$ cat src/rtl/alu_sched_if.sv
// Request/response bundle for the two ports of the shared-ALU scheduler.
// Latency: none, wires only.
// Backpressure: valid/ready on the request and response channels of each port.
interface alu_sched_if;
    logic        req0_valid;
    logic        req0_ready;
    logic [31:0] req0_a;
    logic [31:0] req0_b;
    logic [3:0]  req0_sel;
    logic        rsp0_valid;
    logic        rsp0_ready;
    logic [31:0] rsp0_data;

    logic        req1_valid;
    logic        req1_ready;
    logic [31:0] req1_a;
    logic [31:0] req1_b;
    logic [3:0]  req1_sel;
    logic        rsp1_valid;
    logic        rsp1_ready;
    logic [31:0] rsp1_data;

    // Scheduler side
    modport slave (
        input  req0_valid, req0_a, req0_b, req0_sel, rsp0_ready,
        input  req1_valid, req1_a, req1_b, req1_sel, rsp1_ready,
        output req0_ready, rsp0_valid, rsp0_data,
        output req1_ready, rsp1_valid, rsp1_data
    );

    // Requester side
    modport master (
        output req0_valid, req0_a, req0_b, req0_sel, rsp0_ready,
        output req1_valid, req1_a, req1_b, req1_sel, rsp1_ready,
        input  req0_ready, rsp0_valid, rsp0_data,
        input  req1_ready, rsp1_valid, rsp1_data
    );
endinterface

$ cat src/rtl/alu_sched.sv
// Shares one ALU between two requesters (round-robin or port-0 priority).
// Latency: accept at edge N, result valid after edge N+1; one op per 3 cycles at best.
// Backpressure: result held in RESP until rsp_ready; no request accepted outside IDLE.
module alu_sched #(
    parameter bit FAIR = 1'b1
) (
    input  logic         clk,
    input  logic         rst_n,
    alu_sched_if.slave   bus,
    output logic         busy,
    output logic         grant_id
);
    localparam logic [3:0] ALU_ADD  = 4'd0;
    localparam logic [3:0] ALU_SUB  = 4'd1;
    localparam logic [3:0] ALU_AND  = 4'd2;
    localparam logic [3:0] ALU_OR   = 4'd3;
    localparam logic [3:0] ALU_XOR  = 4'd4;
    localparam logic [3:0] ALU_SLL  = 4'd5;
    localparam logic [3:0] ALU_SRL  = 4'd6;
    localparam logic [3:0] ALU_SRA  = 4'd7;
    localparam logic [3:0] ALU_SLT  = 4'd8;
    localparam logic [3:0] ALU_SLTU = 4'd9;

    typedef enum logic [1:0] {
        IDLE = 2'd0,
        EXEC = 2'd1,
        RESP = 2'd2
    } state_t;

    state_t      state;
    logic [31:0] op_a;
    logic [31:0] op_b;
    logic [3:0]  op_sel;
    logic        rsp0_valid_q;
    logic        rsp1_valid_q;
    logic [31:0] rsp0_data_q;
    logic [31:0] rsp1_data_q;
    logic        win1;
    logic        rdy0;
    logic        rdy1;
    logic [31:0] alu_out;

    // Arbitration: port 1 wins when alone, or when contested and port 0 had the last grant
    always_comb begin
        win1 = 1'b0;
        if (FAIR) begin
            win1 = bus.req1_valid && (!bus.req0_valid || !grant_id);
        end else begin
            win1 = bus.req1_valid && !bus.req0_valid;
        end
    end

    // Ready only in IDLE, only to the winner, and never while reset is asserted
    assign rdy0 = rst_n && (state == IDLE) && bus.req0_valid && !win1;
    assign rdy1 = rst_n && (state == IDLE) && win1;

    assign bus.req0_ready = rdy0;
    assign bus.req1_ready = rdy1;
    assign bus.rsp0_valid = rsp0_valid_q;
    assign bus.rsp1_valid = rsp1_valid_q;
    assign bus.rsp0_data  = rsp0_data_q;
    assign bus.rsp1_data  = rsp1_data_q;

    // Shared ALU driven from the latched operands; shifts use the low five bits of B
    always_comb begin
        alu_out = 32'h0;
        case (op_sel)
            ALU_ADD:  alu_out = op_a + op_b;
            ALU_SUB:  alu_out = op_a - op_b;
            ALU_AND:  alu_out = op_a & op_b;
            ALU_OR:   alu_out = op_a | op_b;
            ALU_XOR:  alu_out = op_a ^ op_b;
            ALU_SLL:  alu_out = op_a << op_b[4:0];
            ALU_SRL:  alu_out = op_a >> op_b[4:0];
            ALU_SRA:  alu_out = 32'($signed(op_a) >>> op_b[4:0]);
            ALU_SLT:  alu_out = {31'h0, ($signed(op_a) < $signed(op_b))};
            ALU_SLTU: alu_out = {31'h0, (op_a < op_b)};
            default:  alu_out = 32'h0;
        endcase
    end

    // Scheduler FSM: accept in IDLE, compute in EXEC, hold the result in RESP
    always_ff @(posedge clk or negedge rst_n) begin
        if (!rst_n) begin
            state        <= IDLE;
            op_a         <= 32'h0;
            op_b         <= 32'h0;
            op_sel       <= 4'h0;
            grant_id     <= 1'b1;
            busy         <= 1'b0;
            rsp0_valid_q <= 1'b0;
            rsp1_valid_q <= 1'b0;
            rsp0_data_q  <= 32'h0;
            rsp1_data_q  <= 32'h0;
        end else begin
            case (state)
                IDLE: begin
                    if (rdy0 || rdy1) begin
                        op_a     <= rdy1 ? bus.req1_a   : bus.req0_a;
                        op_b     <= rdy1 ? bus.req1_b   : bus.req0_b;
                        op_sel   <= rdy1 ? bus.req1_sel : bus.req0_sel;
                        grant_id <= rdy1;
                        busy     <= 1'b1;
                        state    <= EXEC;
                    end
                end
                EXEC: begin
                    if (grant_id) begin
                        rsp1_data_q  <= alu_out;
                        rsp1_valid_q <= 1'b1;
                    end else begin
                        rsp0_data_q  <= alu_out;
                        rsp0_valid_q <= 1'b1;
                    end
                    state <= RESP;
                end
                RESP: begin
                    if (grant_id ? bus.rsp1_ready : bus.rsp0_ready) begin
                        rsp0_valid_q <= 1'b0;
                        rsp1_valid_q <= 1'b0;
                        busy         <= 1'b0;
                        state        <= IDLE;
                    end
                end
                default: begin
                    busy  <= 1'b0;
                    state <= IDLE;
                end
            endcase
        end
    end
endmodule
$ cat src/flat_wrapper.sv
// flat-port wrapper written by rule: the top's interface ports become plain ports
module alu_sched_flat 
#(
    parameter bit FAIR = 1'b1
)
  (clk, rst_n, busy, grant_id, bus_req0_valid, bus_req0_a, bus_req0_b, bus_req0_sel, bus_rsp0_ready, bus_req1_valid, bus_req1_a, bus_req1_b, bus_req1_sel, bus_rsp1_ready, bus_req0_ready, bus_rsp0_valid, bus_rsp0_data, bus_req1_ready, bus_rsp1_valid, bus_rsp1_data);
  alu_sched_if bus_i ();
  input  logic clk;
  input  logic rst_n;
  output logic busy;
  output logic grant_id;
  input wire logic [$bits(bus_i.req0_valid)-1:0] bus_req0_valid;
  input wire logic [$bits(bus_i.req0_a)-1:0] bus_req0_a;
  input wire logic [$bits(bus_i.req0_b)-1:0] bus_req0_b;
  input wire logic [$bits(bus_i.req0_sel)-1:0] bus_req0_sel;
  input wire logic [$bits(bus_i.rsp0_ready)-1:0] bus_rsp0_ready;
  input wire logic [$bits(bus_i.req1_valid)-1:0] bus_req1_valid;
  input wire logic [$bits(bus_i.req1_a)-1:0] bus_req1_a;
  input wire logic [$bits(bus_i.req1_b)-1:0] bus_req1_b;
  input wire logic [$bits(bus_i.req1_sel)-1:0] bus_req1_sel;
  input wire logic [$bits(bus_i.rsp1_ready)-1:0] bus_rsp1_ready;
  output wire logic [$bits(bus_i.req0_ready)-1:0] bus_req0_ready;
  output wire logic [$bits(bus_i.rsp0_valid)-1:0] bus_rsp0_valid;
  output wire logic [$bits(bus_i.rsp0_data)-1:0] bus_rsp0_data;
  output wire logic [$bits(bus_i.req1_ready)-1:0] bus_req1_ready;
  output wire logic [$bits(bus_i.rsp1_valid)-1:0] bus_rsp1_valid;
  output wire logic [$bits(bus_i.rsp1_data)-1:0] bus_rsp1_data;
  assign bus_i.req0_valid = bus_req0_valid;
  assign bus_i.req0_a = bus_req0_a;
  assign bus_i.req0_b = bus_req0_b;
  assign bus_i.req0_sel = bus_req0_sel;
  assign bus_i.rsp0_ready = bus_rsp0_ready;
  assign bus_i.req1_valid = bus_req1_valid;
  assign bus_i.req1_a = bus_req1_a;
  assign bus_i.req1_b = bus_req1_b;
  assign bus_i.req1_sel = bus_req1_sel;
  assign bus_i.rsp1_ready = bus_rsp1_ready;
  assign bus_req0_ready = bus_i.req0_ready;
  assign bus_rsp0_valid = bus_i.rsp0_valid;
  assign bus_rsp0_data = bus_i.rsp0_data;
  assign bus_req1_ready = bus_i.req1_ready;
  assign bus_rsp1_valid = bus_i.rsp1_valid;
  assign bus_rsp1_data = bus_i.rsp1_data;
  alu_sched #(.FAIR(FAIR)) u_core (.clk(clk), .rst_n(rst_n), .bus(bus_i), .busy(busy), .grant_id(grant_id));
endmodule
$ cat config.mk
export PLATFORM = sky130hd
export DESIGN_NAME = alu_sched_flat
export DESIGN_NICKNAME = d
export VERILOG_FILES = /design/src/rtl/alu_sched_if.sv /design/src/rtl/alu_sched.sv /design/src/flat_wrapper.sv
export SDC_FILE = /design/constraint.sdc
export NUM_CORES = 1
export LEC_CHECK = 0
export BUFFER_PORTS_ARGS = -buffer_cell sky130_fd_sc_hd__buf_2
export CAP_MARGIN = 15
export CORE_MARGIN = 4
export CORE_UTILIZATION = 30
export CTS_BUF_LIST = sky130_fd_sc_hd__clkbuf_8 sky130_fd_sc_hd__clkbuf_16
export DETAILED_ROUTE_END_ITERATION = 8
export SLEW_MARGIN = 20
export SYNTH_ARGS = -nofsm -noshare
export SYNTH_HDL_FRONTEND = slang
export SYNTH_SLANG_ARGS = --single-unit
export TNS_END_PERCENT = 5
$ cat constraint.sdc
create_clock -name clk -period 5.3 [get_ports clk]
set_input_delay 0.53 -clock clk [delete_from_list [all_inputs] [get_ports clk]]
set_output_delay 0.53 -clock clk [all_outputs]
set_load 0.03 [all_outputs]
==> results.yml <==
yosys:
  synth_commonest_cells: "nand2_1, inv_1, o21ai_0"
  synth_flop_cell: "dfrtp_1"
  ys_top_cells_by_area: "dfrtp_1, ha_1, o21ai_0, mux2i_1, nand2_1"
  yosysTopAreaCell: "dfrtp_1"
  synth_compound_area_share_pct: 30.76
  yosys.area_share.simple_pct: 15.45
  avgSynthCellArea_um2: 8.013
  yosys_warnings: 0
  synthCells: 1819
  syn_area_um2: 14580
  synth_edf_count: 0
  synth_mux_area_share_pct: 11.92
  synthAdderAreaFrac_pct: 9.030
  yosysSeqAreaShare_pct: 23.70
  ys_ff_latch: 138
  synth_xor_area_share_pct: 0.2403
  netlist.area_leader.share_pct: 23.52
  synth.most_common_cell: "nand2_1"
  synth_cell_types: 99
  syn_nets: 2065
  async_flop_share_pct: 100.0
  synth_top_family_by_area: "compound AO/OA/AOI/OAI gates"
floorplanning:
  dieArea_um2: 52180
  fp-row-count: 80
  io_pins: 212
  initial_core_util_pct: 30.47
  fp.dieH_um: 228.4
  core_area_um2: 47850
  fp.dieW_um: 228.4
clock_tree:
  clk_pin_slew_ps: 60
  cts_buffer_depth: 2
  clock_latency_ps: 470
  cts_tree: "built"
  cts_root_buf: "clkbuf_16"
  numCtsBuffers: 17
  clock_sinks: 138
  htreeDepth: 4
  cts.repair.resized: 0
sta:
  tns_ps: 0
  setup_viol: 0
  relSlewSlack_pct: 30.62
  layout_min_cycle_time_ps: 4339
  max_freq_mhz: 230.4
  hold_viol: 0
  rsz0062_at_grt: "false"
  finalCritPeriodShare_pct: 81.88
  tightest_slew_ps: 1027
  finalHoldWorstSlack_ps: 285.7
  finClkSkew_ps: 8.255
  drv_slew: 0
job:
  max_cap_violations: 0
cells_and_area:
  drive_gt1_share_pct: 20.40
  post-route-util_pct: 35.15
  area.growth.synth_to_final_pct: 15.36
  nFillCells: 5077
  nets: 2199
  num_antenna_cells: 0
grt:
  gr-usage-all-layers_pct: 25.81
  overflow: 0
  grt.met1_usage_pct: 34.41
  antenna_found_initial: 2
  grt_most_used_layer: "met2"
  grt_pass1_wl_mm: 102.4
  grt_max_degree: 73
  grt_pass1_vias: 15427
  grtUsageMet3_pct: 4.549
  grtUsageMet2_pct: 41.03
worst_setup_path:
  cp.arrival_ps: 4690
  startpoint_type: "flop"
  cp-end-kind: "flop"
  crit_required_ps: 5650
  criticalPathCategory: "flop to flop"
  path_max_fanout: 15
drt:
  drcViolationCount: 0
  ant_nets: 0
  num_vias: 16020
  wl_per_cell_um: 27.10
  drt_iter0_markers: 1813
  via_per_inst: 6.207
  dr.pass1.iters: 9
  wl_mm: 69.94
place:
  numPortBuffers: 211
  dpl.hpwl_mm: 53.43
  gp_congestion: 1.024
hold_path:
  hp-class: "input port to flop"
run_status:
  status: "finished, final reports clean"
## flip-flops by register name, indices dropped and copies added, names as in the netlist
signal and count:
u_core.bus.rsp0_data 32, u_core.bus.rsp0_valid 1, u_core.busy 1, u_core.bus.rsp1_valid 1, u_core.op_b 32, u_core.bus.rsp1_data 32
u_core.state 2, u_core.op_sel 4, u_core.grant_id 1, u_core.op_a 32
## final cells by class
class | instances | area [um2] | share of cell area [%]
Tap cell | 615 | 769.5 | 4.576
Inverter | 171 | 641.9 | 3.817
Multi-Input combinational cell | 1362 | 9891 | 58.82
Clock inverter | 13 | 143.9 | 0.8557
Sequential cell | 138 | 3462 | 20.59
Clock buffer | 19 | 452.9 | 2.693
Timing Repair Buffer | 263 | 1455 | 8.653
## cells by family (layout without fill, tap and decap cells)
logic type / after synthesis / count (layout)
and+or+nand+nor: 485 / 485
adders and majority gates: 104 / 104
muxes: 139 / 139
AOI/OAI and AO/OA: 630 / 630
DFF: 138 / 138
buffers and inverters: 319 / 466
xor gates and xnor gates: 4 / 4
## worst max-delay path, stage by stage (launching register included)
cell,delay [ps]
dfrtp_4,550
ha_1,300
inv_1,80
fa_1,410
and2b_1,240
o2111ai_1,180
a21oi_1,430
o21ai_0,340
a2111oi_2,770
o41a_1,310
o221a_2,210
o21ai_1,80
mux2_2,290
## timing repair
action                    in CTS  in global routing
hold endpoints to repair      19                  0
hold buffers                   1                  0
buffers inserted               0                  0
## metrics by stage
stage / worst slack (ps) / area [um2] / cells
after floorplan: 1535 / 14580 / 1819
after global placement: 727.2 / 16200 / 2548
after detailed placement: 1134 / 16210 / 2548
after CTS: 1106 / 16820 / 2581
after global routing: 792.1 / 16820 / 2581
final: 960.5 / 16820 / 2581
## final timing paths
path	startpoint	to	slack, ps	depth (start not counted)
setup / recovery	u_core.op_b[0]	u_core.bus.rsp1_data[28]	960	12
hold / removal	bus_req0_b[16]	u_core.op_b[16]	290	3
setup reg to reg	u_core.op_b[0]	u_core.bus.rsp1_data[28]	960	12
hold reg to reg	u_core.bus.rsp1_data[12]	u_core.bus.rsp1_data[12]	480	2
max in group asynchronous	rst_n	u_core.op_b[0]	3660	3
min in group asynchronous	rst_n	u_core.bus.rsp0_data[8]	480	2
## cells in the final DEF, fill, tap and decap left out, drive strengths merged, types with 18 or more instances in the layout
| cell type | instances |
|---|---|
| buf | 262 |
| nand2 | 184 |
| inv | 172 |
| o21ai | 151 |
| dfrtp | 137 |
| nor2 | 127 |
| a21oi | 117 |
| ha | 102 |
| mux2i | 73 |
| a222oi | 68 |
| mux2 | 44 |
| nand3 | 35 |
| nor3 | 35 |
| a211oi | 33 |
| a221oi | 25 |
| o211ai | 25 |
| mux4 | 22 |
| nor4 | 21 |
| clkbuf | 19 |
| o221ai | 18 |
## metal layers
metal | up-vias | part of all wire (%)
met3 | 176 | 8.3
met5 | - | 0.019
met1 | 7889 | 42
li1 | 7083 | -
met2 | 870 | 45
met4 | 2 | 4.7
Power is not shown: default switching activity piles up to over one toggle a cycle in this logic, so the estimate is an artifact.
